**src/rtl/vga_timing_pkg.sv**
```systemverilog
`default_nettype none
// ============================================================================
//  Module   : vga_timing_pkg
//  Brief    : Mode timing records, the four fixed video modes, FSM state type
//             and small helpers shared by the VGA raster timing generator.
//  Revision : 1.0 - initial release
// ============================================================================
package vga_timing_pkg;

  localparam int HW = 11;
  localparam int VW = 10;

  // One entry of the mode table: porch/sync/active widths plus sync polarity
  // (1 = positive / active-high, 0 = negative / active-low).
  typedef struct packed {
    logic [HW-1:0] h_act;
    logic [HW-1:0] h_fp;
    logic [HW-1:0] h_sync;
    logic [HW-1:0] h_bp;
    logic [VW-1:0] v_act;
    logic [VW-1:0] v_fp;
    logic [VW-1:0] v_sync;
    logic [VW-1:0] v_bp;
    logic          hpol;
    logic          vpol;
  } mode_timing_t;

  localparam mode_timing_t MODE_640X480 = '{
    h_act: 11'd640,  h_fp: 11'd16,  h_sync: 11'd96,  h_bp: 11'd48,
    v_act: 10'd480,  v_fp: 10'd10,  v_sync: 10'd2,   v_bp: 10'd33,
    hpol: 1'b0, vpol: 1'b0};

  localparam mode_timing_t MODE_800X600 = '{
    h_act: 11'd800,  h_fp: 11'd40,  h_sync: 11'd128, h_bp: 11'd88,
    v_act: 10'd600,  v_fp: 10'd1,   v_sync: 10'd4,   v_bp: 10'd23,
    hpol: 1'b1, vpol: 1'b1};

  localparam mode_timing_t MODE_1024X768 = '{
    h_act: 11'd1024, h_fp: 11'd24,  h_sync: 11'd136, h_bp: 11'd160,
    v_act: 10'd768,  v_fp: 10'd3,   v_sync: 10'd6,   v_bp: 10'd29,
    hpol: 1'b0, vpol: 1'b0};

  localparam mode_timing_t MODE_1280X720 = '{
    h_act: 11'd1280, h_fp: 11'd110, h_sync: 11'd40,  h_bp: 11'd220,
    v_act: 10'd720,  v_fp: 10'd5,   v_sync: 10'd5,   v_bp: 10'd20,
    hpol: 1'b1, vpol: 1'b1};

  typedef enum logic {
    INIT = 1'b0,
    RUN  = 1'b1
  } state_t;

  // Select the timing record for a 2-bit mode code.
  function automatic mode_timing_t mode_lookup(input logic [1:0] m);
    case (m)
      2'd0:    return MODE_640X480;
      2'd1:    return MODE_800X600;
      2'd2:    return MODE_1024X768;
      default: return MODE_1280X720;
    endcase
  endfunction

  // Full line length in pixel clocks.
  function automatic int unsigned h_total_of(input mode_timing_t t);
    return 32'(t.h_act) + 32'(t.h_fp) + 32'(t.h_sync) + 32'(t.h_bp);
  endfunction

  // Full frame height in lines.
  function automatic int unsigned v_total_of(input mode_timing_t t);
    return 32'(t.v_act) + 32'(t.v_fp) + 32'(t.v_sync) + 32'(t.v_bp);
  endfunction

endpackage
`default_nettype wire

```
**src/rtl/vga_mode_table.sv**
```systemverilog
`default_nettype none
// ============================================================================
//  Module   : vga_mode_table
//  Brief    : Combinational lookup from a 2-bit mode code to the compare
//             values the raster counters need (totals, sync windows, active
//             extents, polarities).
//  Revision : 1.0 - initial release
// ============================================================================
module vga_mode_table
  import vga_timing_pkg::*;
#(
  parameter int H_BITS = 11,
  parameter int V_BITS = 10
) (
  input  logic [1:0]        mode,
  output logic [H_BITS-1:0] h_total,
  output logic [H_BITS-1:0] h_act,
  output logic [H_BITS-1:0] hs_start,
  output logic [H_BITS-1:0] hs_end,
  output logic [V_BITS-1:0] v_total,
  output logic [V_BITS-1:0] v_act,
  output logic [V_BITS-1:0] vs_start,
  output logic [V_BITS-1:0] vs_end,
  output logic              hpol,
  output logic              vpol
);

  mode_timing_t t;

  // Derive window boundaries from the porch/sync widths of the selected mode
  always_comb begin
    t        = mode_lookup(mode);
    h_total  = H_BITS'(h_total_of(t));
    h_act    = H_BITS'(t.h_act);
    hs_start = H_BITS'(32'(t.h_act) + 32'(t.h_fp));
    hs_end   = H_BITS'(32'(t.h_act) + 32'(t.h_fp) + 32'(t.h_sync));
    v_total  = V_BITS'(v_total_of(t));
    v_act    = V_BITS'(t.v_act);
    vs_start = V_BITS'(32'(t.v_act) + 32'(t.v_fp));
    vs_end   = V_BITS'(32'(t.v_act) + 32'(t.v_fp) + 32'(t.v_sync));
    hpol     = t.hpol;
    vpol     = t.vpol;
  end

endmodule
`default_nettype wire

```
**src/rtl/vga_mode_timing.sv**
```systemverilog
`default_nettype none
// ============================================================================
//  Module   : vga_mode_timing
//  Brief    : VGA raster timing generator for four fixed modes. Produces
//             pixel/line counters, sync pulses, active-video flag and
//             line/frame strobes. Mode changes are accepted only at the
//             frame wrap so the raster never tears.
//  Revision : 1.0 - initial release
// ============================================================================
module vga_mode_timing
  import vga_timing_pkg::*;
#(
  parameter int H_BITS = 11,
  parameter int V_BITS = 10
) (
  input  logic              clk,
  input  logic              reset,
  input  logic [1:0]        mode,
  output logic              hsync,
  output logic              vsync,
  output logic              display_on,
  output logic [H_BITS-1:0] hpos,
  output logic [V_BITS-1:0] vpos,
  output logic              line_start,
  output logic              frame_start,
  output logic [1:0]        mode_active
);

  state_t            state;

  // Last counter values of the mode being generated; reloaded with the mode.
  logic [H_BITS-1:0] h_last;
  logic [V_BITS-1:0] v_last;

  logic              line_end;
  logic              frame_end;
  logic              reload;
  logic [1:0]        sel_mode;

  logic [H_BITS-1:0] tbl_h_total;
  logic [H_BITS-1:0] tbl_h_act;
  logic [H_BITS-1:0] tbl_hs_start;
  logic [H_BITS-1:0] tbl_hs_end;
  logic [V_BITS-1:0] tbl_v_total;
  logic [V_BITS-1:0] tbl_v_act;
  logic [V_BITS-1:0] tbl_vs_start;
  logic [V_BITS-1:0] tbl_vs_end;
  logic              tbl_hpol;
  logic              tbl_vpol;

  logic [H_BITS-1:0] h_next;
  logic [V_BITS-1:0] v_next;
  logic              hsync_next;
  logic              vsync_next;
  logic              display_next;

  // Detect line/frame wrap; at a frame wrap (or leaving INIT) the requested
  // mode is the one that governs the next cycle, otherwise the latched one.
  always_comb begin
    line_end  = (hpos >= h_last);
    frame_end = (state == RUN) && line_end && (vpos >= v_last);
    reload    = (state == INIT) || frame_end;
    sel_mode  = reload ? mode : mode_active;
  end

  vga_mode_table #(
    .H_BITS (H_BITS),
    .V_BITS (V_BITS)
  ) u_mode_table (
    .mode     (sel_mode),
    .h_total  (tbl_h_total),
    .h_act    (tbl_h_act),
    .hs_start (tbl_hs_start),
    .hs_end   (tbl_hs_end),
    .v_total  (tbl_v_total),
    .v_act    (tbl_v_act),
    .vs_start (tbl_vs_start),
    .vs_end   (tbl_vs_end),
    .hpol     (tbl_hpol),
    .vpol     (tbl_vpol)
  );

  // Next raster position: restart at 0,0 on reload, else advance one pixel
  always_comb begin
    h_next = hpos + H_BITS'(1);
    v_next = vpos;
    if (reload) begin
      h_next = '0;
      v_next = '0;
    end else if (line_end) begin
      h_next = '0;
      v_next = vpos + V_BITS'(1);
    end
  end

  // Decode sync/active levels for the next position so the registered
  // outputs line up with the registered counters in the same cycle
  always_comb begin
    hsync_next   = ((h_next >= tbl_hs_start) && (h_next < tbl_hs_end)) ?
                   tbl_hpol : ~tbl_hpol;
    vsync_next   = ((v_next >= tbl_vs_start) && (v_next < tbl_vs_end)) ?
                   tbl_vpol : ~tbl_vpol;
    display_next = (h_next < tbl_h_act) && (v_next < tbl_v_act);
  end

  // FSM, counters and all registered outputs
  always_ff @(posedge clk or posedge reset) begin
    if (reset) begin
      state       <= INIT;
      hpos        <= '0;
      vpos        <= '0;
      hsync       <= 1'b1;
      vsync       <= 1'b1;
      display_on  <= 1'b0;
      line_start  <= 1'b0;
      frame_start <= 1'b0;
      mode_active <= 2'd0;
      h_last      <= H_BITS'(h_total_of(MODE_640X480) - 1);
      v_last      <= V_BITS'(v_total_of(MODE_640X480) - 1);
    end else begin
      case (state)
        INIT:    state <= RUN;
        RUN:     state <= RUN;
        default: state <= INIT;
      endcase
      hpos        <= h_next;
      vpos        <= v_next;
      hsync       <= hsync_next;
      vsync       <= vsync_next;
      display_on  <= display_next;
      line_start  <= (h_next == '0);
      frame_start <= (h_next == '0) && (v_next == '0);
      if (reload) begin
        mode_active <= mode;
        h_last      <= tbl_h_total - H_BITS'(1);
        v_last      <= tbl_v_total - V_BITS'(1);
      end
    end
  end

endmodule
`default_nettype wire

```
**config.mk**
```make
export PLATFORM = sky130hd
export DESIGN_NAME = vga_mode_timing
export DESIGN_NICKNAME = d
export VERILOG_FILES = /design/src/rtl/vga_timing_pkg.sv /design/src/rtl/vga_mode_table.sv /design/src/rtl/vga_mode_timing.sv
export SDC_FILE = /design/constraint.sdc
export NUM_CORES = 1
export LEC_CHECK = 0
export BUFFER_PORTS_ARGS = -buffer_cell sky130_fd_sc_hd__buf_2
export CAP_MARGIN = 20
export CORE_MARGIN = 8
export CORE_UTILIZATION = 50
export CTS_BUF_LIST = sky130_fd_sc_hd__clkbuf_8
export DETAILED_ROUTE_END_ITERATION = 8
export PLACE_DENSITY = 0.69
export SYNTH_ARGS = -nofsm -noshare
export SYNTH_HDL_FRONTEND = slang
export SYNTH_SLANG_ARGS = --single-unit
export TNS_END_PERCENT = 10
```
**constraint.sdc**
```tcl
create_clock -name clk -period 5.4 [get_ports clk]
set_input_delay 0.27 -clock clk [delete_from_list [all_inputs] [get_ports clk]]
set_output_delay 0.27 -clock clk [all_outputs]
set_load 0.02 [all_outputs]
```
Word level (Yosys, flattened, before mapping)

Index checks and enable logic that the tools add are counted.

Muxes and demuxes: 8
Equal/unequal tests: 2
Bitwise logic cells: 3
$lt $le $gt $ge: 8
Reductions and logical operators: 10
Add/sub/neg operators: 10

Operators by type and width:

| operator                                            | count |
|---|---|
| one-hot mux 86 bit (3 select lines)                 | 1 |
| adder 11 bit                                        | 3 |
| adder 10 bit                                        | 3 |
| greater-or-equal comparator 11 bit                  | 2 |
| < comparator 11 bit                                 | 2 |
| 2-to-1 mux 11 bit                                   | 2 |
| greater-or-equal comparator 10 bit                  | 2 |
| < comparator 10 bit                                 | 2 |
| 2-to-1 mux 10 bit                                   | 2 |
| adder 11 x 1 -> 11 bit (second input constant)      | 1 |
| logical NOT 11 bit                                  | 1 |
| subtractor 11 x 1 -> 11 bit (second input constant) | 1 |
| adder 10 x 1 -> 10 bit (second input constant)      | 1 |
| logical NOT 10 bit                                  | 1 |
| subtractor 10 x 1 -> 10 bit (second input constant) | 1 |
| logical AND 1 bit                                   | 6 |
| NOT 1 bit                                           | 3 |
| == test 2 x 1 -> 1 bit (second input constant)      | 1 |
| == test 2 bit (second input constant)               | 1 |
| logical NOT 2 bit                                   | 1 |
| 2-to-1 mux 1 bit                                    | 2 |
| 2-to-1 mux 2 bit                                    | 1 |
| logical OR 1 bit                                    | 1 |

Input bits: 4
Output and inout port bits: 28
Word-level logic and storage cells: 52
Bits in registers: 50

Longest topological paths before layout

Gate-level depths: netlist of run 1.

Depth in word-level cells: 12
Mapped depth: 24
Mapped depth without buffers: 21

Modules after synthesis

Synthesis of run 1 repeated with hierarchy kept, for this count alone.

Cell total of the unflattened synthesis: 646
Area total of the unflattened synthesis: 5292.6 um^2

By module, submodules not included:

| module          | instances | seq. area each (um^2) | area each (um^2) | cells each |
|---|---|---|---|---|
| vga_mode_timing | 1         | 1266.2                | 4459.3           | 534 |
| vga_mode_table  | 1         | 0.0                   | 833.3            | 112 |

Least setup slack after synthesis of run 1

Ideal clock, no wire load.

Kind: register -> register
From: register vpos[0]
To: register hsync
Arrival time: 4.281 ns
Path slack: 1.043 ns
Setup time: 0.075 ns
Cell stages (with the launch flop): 25
Clock period less this slack: 4.357 ns
Path buffers: 3
Cells stage by stage: dfrtp_1 clkbuf_1 inv_1 ha_1 or3b_1 o2111ai_1 a31o_2 nand2b_1 and2_0 clkbuf_1 nand2_1 and2_1 buf_2 inv_1 ha_1 inv_1 ha_1 nor2b_1 o21a_1 o21ai_0 nand2b_1 a211oi_1 o32ai_1 o311ai_1 xnor2_1

Longest elaborated chain between the ends: 11

Ends and longest elaborated chain:

| what                                    | RTL line                                   | text |
|---|---|---|
| from (decl)                             | vga_mode_timing.sv:23                      | `output logic [V_BITS-1:0] vpos,` |
| from (signal assigned)                  | vga_mode_timing.sv:127                     | `vpos <= v_next;` |
| greater-or-equal comparator 10 bit (*)  | vga_mode_timing.sv:61                      | `frame_end = (state == RUN) && line_end && (vpos >= v_last);` |
| logical AND 1 bit (*)                   | vga_mode_timing.sv:61                      |  |
| logical OR 1 bit (*)                    | vga_mode_timing.sv:62                      | `reload = (state == INIT) \|\| frame_end;` |
| 2-to-1 mux 2 bit (*)                    | -                                          |  |
| net sel_mode[0]                         | vga_mode_timing.sv:38                      | `logic [1:0] sel_mode;` |
| == test 2 bit (tied with other cells)   | vga_timing_pkg.sv:55                       | `case (m)` |
| one-hot mux 86 bit (3 select lines) (*) | vga_timing_pkg.sv:55                       |  |
| adder 11 bit                            | vga_mode_table.sv:35, vga_mode_table.sv:36 |  |
| adder 11 bit                            | vga_mode_table.sv:36                       | `hs_end = H_BITS'(32'(t.h_act) + 32'(t.h_fp) + 32'(t.h_sync));` |
| < comparator 11 bit                     | vga_mode_timing.sv:99                      | `hsync_next = ((h_next >= tbl_hs_start) && (h_next < tbl_hs_end)) ?` |
| logical AND 1 bit                       | vga_mode_timing.sv:99                      |  |
| 2-to-1 mux 1 bit (*)                    | vga_mode_timing.sv:99                      |  |
| net hsync_next                          | vga_mode_timing.sv:53                      | `logic hsync_next;` |
| to (signal assigned)                    | vga_mode_timing.sv:128                     | `hsync <= hsync_next;` |
| to (decl)                               | vga_mode_timing.sv:19                      | `output logic hsync,` |

The timed path passes the listed nets; every way through them passes the cells marked *.
A chain may end at the register's enable or synchronous reset.

Final worst setup path of run 1

From: register h_last[4]
To: register hsync

Longest elaborated chain between the ends: 12

Ends and longest elaborated chain:

| what                                    | RTL line                                   | text |
|---|---|---|
| from (decl)                             | vga_mode_timing.sv:32                      | `logic [H_BITS-1:0] h_last;` |
| from (signal assigned)                  | vga_mode_timing.sv:118                     | `h_last <= H_BITS'(h_total_of(MODE_640X480) - 1);` |
| from (signal assigned)                  | vga_mode_timing.sv:135                     | `h_last <= tbl_h_total - H_BITS'(1);` |
| greater-or-equal comparator 11 bit (*)  | vga_mode_timing.sv:60                      | `line_end = (hpos >= h_last);` |
| logical AND 1 bit (*) (2 in series)     | vga_mode_timing.sv:61                      |  |
| logical OR 1 bit (*)                    | vga_mode_timing.sv:62                      |  |
| 2-to-1 mux 2 bit (*)                    | -                                          |  |
| net sel_mode[0]                         | vga_mode_timing.sv:38                      |  |
| == test 2 bit (tied with other cells)   | vga_timing_pkg.sv:55                       |  |
| one-hot mux 86 bit (3 select lines) (*) | vga_timing_pkg.sv:55                       |  |
| adder 11 bit                            | vga_mode_table.sv:35, vga_mode_table.sv:36 |  |
| adder 11 bit                            | vga_mode_table.sv:36                       |  |
| < comparator 11 bit                     | vga_mode_timing.sv:99                      |  |
| logical AND 1 bit                       | vga_mode_timing.sv:99                      |  |
| 2-to-1 mux 1 bit (*)                    | vga_mode_timing.sv:99                      |  |
| net hsync_next                          | vga_mode_timing.sv:53                      |  |

Marked as above.

==> run metrics, run 1 <==
Final Net Count=474; I/O pin count=32; FMAX=211 MHz; Area Growth Syn to Fin=10.6%; syn_area_per_cell=9.06 µm²; hold_buf cts=0; share of the synthesized area in the top cell type=24.5%; r2r worst-path depth=22; max_cap viols=0; final worst slack=655 ps; worst-path fanout max=15; Synth warnings=0; Worst Setup Path Type=reg2reg; initial antenna violation count=0; worst path arrival time=4980 ps; setup tns final=0 ps; # resized after CTS=0; worst skew pair latency=300 ps; total gr overflow=0; clk_skew=7.23 ps; CP required=5630 ps; number of global-route vias before repair=2941; CTS Sinks=42; gate count of the mapped netlist=372; post-route ant nets=0; number of diodes=0; final worst path period share=87.9%; proportion of layout cells with a drive suffix above 1=15.2%; RSZ-0062 raised after global routing=no; Crit. End Element=flip-flop; CORE AREA=0.00664 mm²; DR WL/cell=18.0 µm; Setup WS pre-CTS=778 ps; first-pass iteration count of the detailed router=4; Hold Vio Cnt, Final=0; largest net degree at the start of global routing=43; Syn Std Cell Area=0.00337 mm²; hold crit path type=in2async; Worst Max-Slew Pin Slew=547 ps; DR vias/cell=5.81; Iteration-0 DRC Markers=216; H-tree depth=2; post-detail-place hpwl=6.83 mm; DIE WIDTH=98.1 µm; crit path to=hsync$_DFF_PP1_; Post-CTS Setup Inserts=0; via count=2835; GRT Resource Usage Total=18.8%; FF-to-FF Start=h_last[4]$_DFFE_PP1N_; Critical R2R Capture=hsync$_DFF_PP1_; Final min period=4750 ps; port bufs=31; CP Launch Type=flip-flop; die area=0.00962 mm²; final setup vio count=0; Synthesized Nets=439; Routability Congestion=0.921; number of synthesized flops with an enable pin=0; clock buffer depth=2; Die Y-Extent=98.1 µm; synthesized flop and latch total=42; Cell Rows=30; post-synthesis sequential area ratio=31.5%; total CTS buffers=5; status=finished clean; pwr/cell area=213 mW/mm²; Initial Util=50.7%; Synth Flop Type=dfrtp_1; Clock Tree Root=clkbuf_8; relative slew slack=63.6%; CTS tree=built; R2R Setup Slk=650 ps; WL final=8.76 mm; max-slew violations=0; async set-reset flop share out of synthesis=100%; final cell utilization of the core=56.1%; worst setup path start=h_last[4]$_DFFE_PP1N_; largest cells by area after synthesis=dfrtp_1, ha_1, dfstp_2; clk slew on worst S/H paths=90 ps; most area-hungry cell type in the Yosys netlist=dfrtp_1; VDD IR max=0.0000983 V; first-pass GRT wire length=14.6 mm; detailed-route DRC error count=0; post-synth cell types=50; static leakage=1.93 nW
[synthesized netlist by cell type (6+ instances only)]
cell / count
a21o_1: 11
nand2_1: 33
xor2_1: 13
nand3_1: 12
dfstp_2: 9
clkbuf_1: 8
o21a_1: 7
nand4_1: 10
inv_1: 32
a31oi_1: 7
a211oi_1: 6
xnor2_1: 7
o21ai_0: 22
dfrtp_1: 33
a21oi_1: 12
nor2_1: 32
ha_1: 63
[cells in the final DEF, fill, tap and decap left out, types with 3 or more instances in the layout]
| cell type | instances |
|---|---|
| o211ai_1 | 3 |
| nand2b_1 | 4 |
| a21oi_1 | 12 |
| a21o_1 | 11 |
| clkbuf_8 | 6 |
| nand4_1 | 10 |
| nor2_1 | 32 |
| buf_2 | 31 |
| inv_1 | 32 |
| a211oi_1 | 6 |
| and3_1 | 5 |
| a31oi_1 | 7 |
| xnor2_1 | 7 |
| dfrtp_1 | 33 |
| xor2_1 | 13 |
| o21a_1 | 7 |
| o2111ai_1 | 4 |
| nand3_1 | 12 |
| ha_1 | 63 |
| and2_1 | 3 |
| o21ai_0 | 22 |
| nand2_1 | 33 |
| dfstp_2 | 9 |
| buf_4 | 6 |
| nor3_1 | 3 |
| nor2b_1 | 3 |
[power by group]
part / internal (mW) / switching [mW]
Clock: 0.102 / 0.114
Sequential: 0.346 / 0.0158
Combinational: 0.0816 / 0.136
Total: 0.529 / 0.265
[state kept, by name, indices dropped and copies added, names as in the netlist]
register,count
state,1
vsync,1
display_on,1
frame_start,1
hpos,11
vpos,10
h_last,5
mode_active,2
line_start,1
hsync,1
v_last,8
[layout make-up]
class,count,area (µm²)
clock inverters,2,8.76
well taps,80,100
repair buffers,37,200
fillers,627,2920
inverters,32,120
multi-input cells,289,2150
flip-flops and latches,42,1060
clock buffers,6,82.6
[stage by stage]
step | power (mW) | instances | cell area [µm²] | hold WS [ps]
3_5_place_dp | 0.583 | 480 | 3630 | 440
4_1_cts | 0.796 | 488 | 3730 | 118
3_3_place_gp | 0.575 | 480 | 3630 | 433
6_report | 0.794 | 488 | 3730 | 86.3
2_1_floorplan | 0.517 | 372 | 3370 | 348
5_1_grt | 0.840 | 488 | 3730 | 147
[how the worst min path moves through the flow]
stage	start	endpoint	slack (ps)	cells after the start
finish	reset	hpos[9]$_DFF_PP0_	90	3
detailed placement	reset	hpos[9]$_DFF_PP0_	440	3
CTS	reset	hpos[2]$_DFF_PP0_	120	3
global route	reset	hpos[6]$_DFF_PP0_	150	3
global placement	reset	hpos[2]$_DFF_PP0_	430	3
floorplan	mode[0]	h_last[8]$_DFFE_PP1N_	350	1
[kinds of logic after synthesis]
group           share of synthesized area [%]
simple gates                             16.5
compound gates                           18.6
fa+ha+maj                                23.4
flops                                    31.5
buf+inv                                  4.60
xor+xnor                                 5.20
other cells                             0.223
[per-layer routing]
layer / global-route usage [%] / share of wire (%)
met1: 23.6 / 45
met2: 31.7 / 48
met3: 3.49 / 5.5
met4: 5.88 / 1.2
met5: 0 / 0
[worst max-delay path, cell delays in order (launching register included)]
cell and delay [ps]:
dfstp_2 530, inv_1 40, ha_1 280, a211oi_1 250
o21ai_0 120, a21oi_1 380, o21ai_1 190, nand2_1 90
buf_4 180, nand2_1 80, and2_1 240, inv_1 230
ha_1 260, inv_1 110, ha_1 310, nor2b_1 150
o21a_1 160, o21ai_0 160, nand2b_1 80, a211oi_1 250
o32ai_1 130, o311ai_1 300, xnor2_1 160
(Power assumes the default switching activity.)
==> run 2: changes to the inputs <==
--- a/config.mk
+++ b/config.mk
@@ -11,6 +11,7 @@
 export CORE_UTILIZATION = 50
 export CTS_BUF_LIST = sky130_fd_sc_hd__clkbuf_8
 export DETAILED_ROUTE_END_ITERATION = 8
+export GPL_TIMING_DRIVEN = 0
 export PLACE_DENSITY = 0.69
 export SYNTH_ARGS = -nofsm -noshare
 export SYNTH_HDL_FRONTEND = slang
==> run metrics, run 2 (synthesis results as in run 1) <==
number of diodes=0; final worst path period share=92.0%; detailed-route DRC error count=0; Final min period=4970 ps; CP required=5610 ps; GRT Resource Usage Total=17.7%; clk_skew=10.3 ps; Worst Setup Path Type=reg2reg; port bufs=31; DIE WIDTH=98.1 µm; via count=2838; most frequent cells in the layout=ha_1, nand2_1, nor2_1, buf_2, dfrtp_1; WL final=8.39 mm; total gr overflow=0; most common cell after layout, fill and taps aside=ha_1; status=finished clean; Clock Tree Root=clkbuf_8; proportion of layout cells with a drive suffix above 1=16.0%; CORE AREA=0.00664 mm²; Cell Rows=30; Iteration-0 DRC Markers=140; die area=0.00962 mm²; total CTS buffers=5; worst path arrival time=5180 ps; Initial Util=50.7%; number of global-route vias before repair=2684; DR WL/cell=17.0 µm; Hold Vio Cnt, Final=0; largest net degree at the start of global routing=32; static leakage=1.92 nW; post-detail-place hpwl=6.75 mm; RSZ-0062 raised after global routing=no; I/O pin count=32; first-pass iteration count of the detailed router=4; CTS Sinks=42; Largest regs=hpos (11), vpos (10), v_last (8); setup tns final=0 ps; Routability Congestion=0.868; Largest register FFs=11; VDD IR max=0.000127 V; H-tree depth=2; filler instances=631; clock buffer depth=2; Die Y-Extent=98.1 µm; initial antenna violation count=0; Area Growth Syn to Fin=11.8%; worst-path fanout max=10; post-route ant nets=0; hold crit path type=in2reg; CTS tree=built; DR vias/cell=5.76; first-pass GRT wire length=13.8 mm; clk slew on worst S/H paths=90 ps; worst skew pair latency=300 ps; Final Net Count=479; CP Launch Type=flip-flop; Pwr Total=793 µW; FMAX=201 MHz; Most flops, register=hpos; pwr/cell area=210 mW/mm²; max_cap viols=0; max-slew violations=0; Crit. End Element=flip-flop; final setup vio count=0
==> run 2: changes by cell type in the layout (fill, tap and decap cells not counted), moves of 2 or more <==
cell / previous run / this run
a21oi_1: 12 / 10
buf_4: 6 / 1
clkbuf_1: 0 / 7
a21oi_2: 0 / 2
==> run 2: final cells by class <==
class | count | area (µm²) | share of cell area [%]
tap | 80 | 100 | 2.66
multi-input combinational | 289 | 2170 | 57.5
buffer | 8 | 31.3 | 0.830
clock inverter | 2 | 8.76 | 0.232
sequential | 42 | 1060 | 28.2
timing repair buffer | 34 | 193 | 5.11
inverter | 32 | 124 | 3.29
clock buffer | 6 | 82.6 | 2.19
==> run 2: timing repair <==
action / CTS / global route
setup buffers: 0 / 1
gates resized for setup: 0 / 6
hold buffers: 1 / 0
hold endpoints to repair: 10 / 0
endpoints found under the setup margin: 0 / 1
==> run 2: metal layers <==
| metal | routed length [µm] | track usage, % | vias to the layer above |
|---|---|---|---|
| li1 | - | - | 1410 |
| met2 | 3930 | 28.2 | 52 |
| met4 | 94 | 4.80 | 0 |
| met5 | 0 | 0 | - |
| met3 | 363 | 2.84 | 6 |
| met1 | 4010 | 24.0 | 1370 |
==> run 2: per-stage QoR <==
step,std cells,utilization (%),setup WS (ps),instance area (µm²),hold WS [ps]
after floorplan,372,-,1040,3370,348
final,493,56.7,432,3770,162
after CTS,493,56.4,207,3750,153
after detailed placement,484,54.9,226,3640,231
after global routing,493,56.7,71.1,3770,160
after global placement,483,54.6,354,3620,458
==> run 2: worst paths after layout <==
check,startpoint,endpoint,slack [ps],cells past startpoint
min in group asynchronous,reset,hpos[2]$_DFF_PP0_,470,3
setup / recovery,vpos[0]$_DFF_PP0_,hsync$_DFF_PP1_,430,23
hold / removal,mode[0],h_last[8]$_DFFE_PP1N_,160,2
hold reg to reg,h_last[8]$_DFFE_PP1N_,h_last[8]$_DFFE_PP1N_,480,2
max in group asynchronous,reset,v_last[9]$_DFFE_PP1N_,4400,4
setup reg to reg,vpos[0]$_DFF_PP0_,hsync$_DFF_PP1_,430,23
==> run 2: where the power goes <==
part	total, mW	switching (mW)	internal, mW
Combinational	0.218	0.137	0.0817
Clock	0.215	0.113	0.102
Sequential	0.360	0.0140	0.346
==> run 2: worst max-delay path, stage by stage (launching register included) <==
cell	delay (ps)
dfrtp_2	470
inv_1	100
ha_1	300
or3b_1	360
o2111ai_1	130
a31o_2	200
nand2b_1	110
and2_0	170
clkbuf_1	170
nand2_1	200
and2_1	150
buf_2	200
clkinvlp_4	220
ha_2	270
inv_1	150
ha_1	260
nor2b_1	150
o21a_1	160
o21ai_0	140
nand2b_1	70
a211oi_1	280
o32ai_1	150
o311ai_1	290
xnor2_1	180
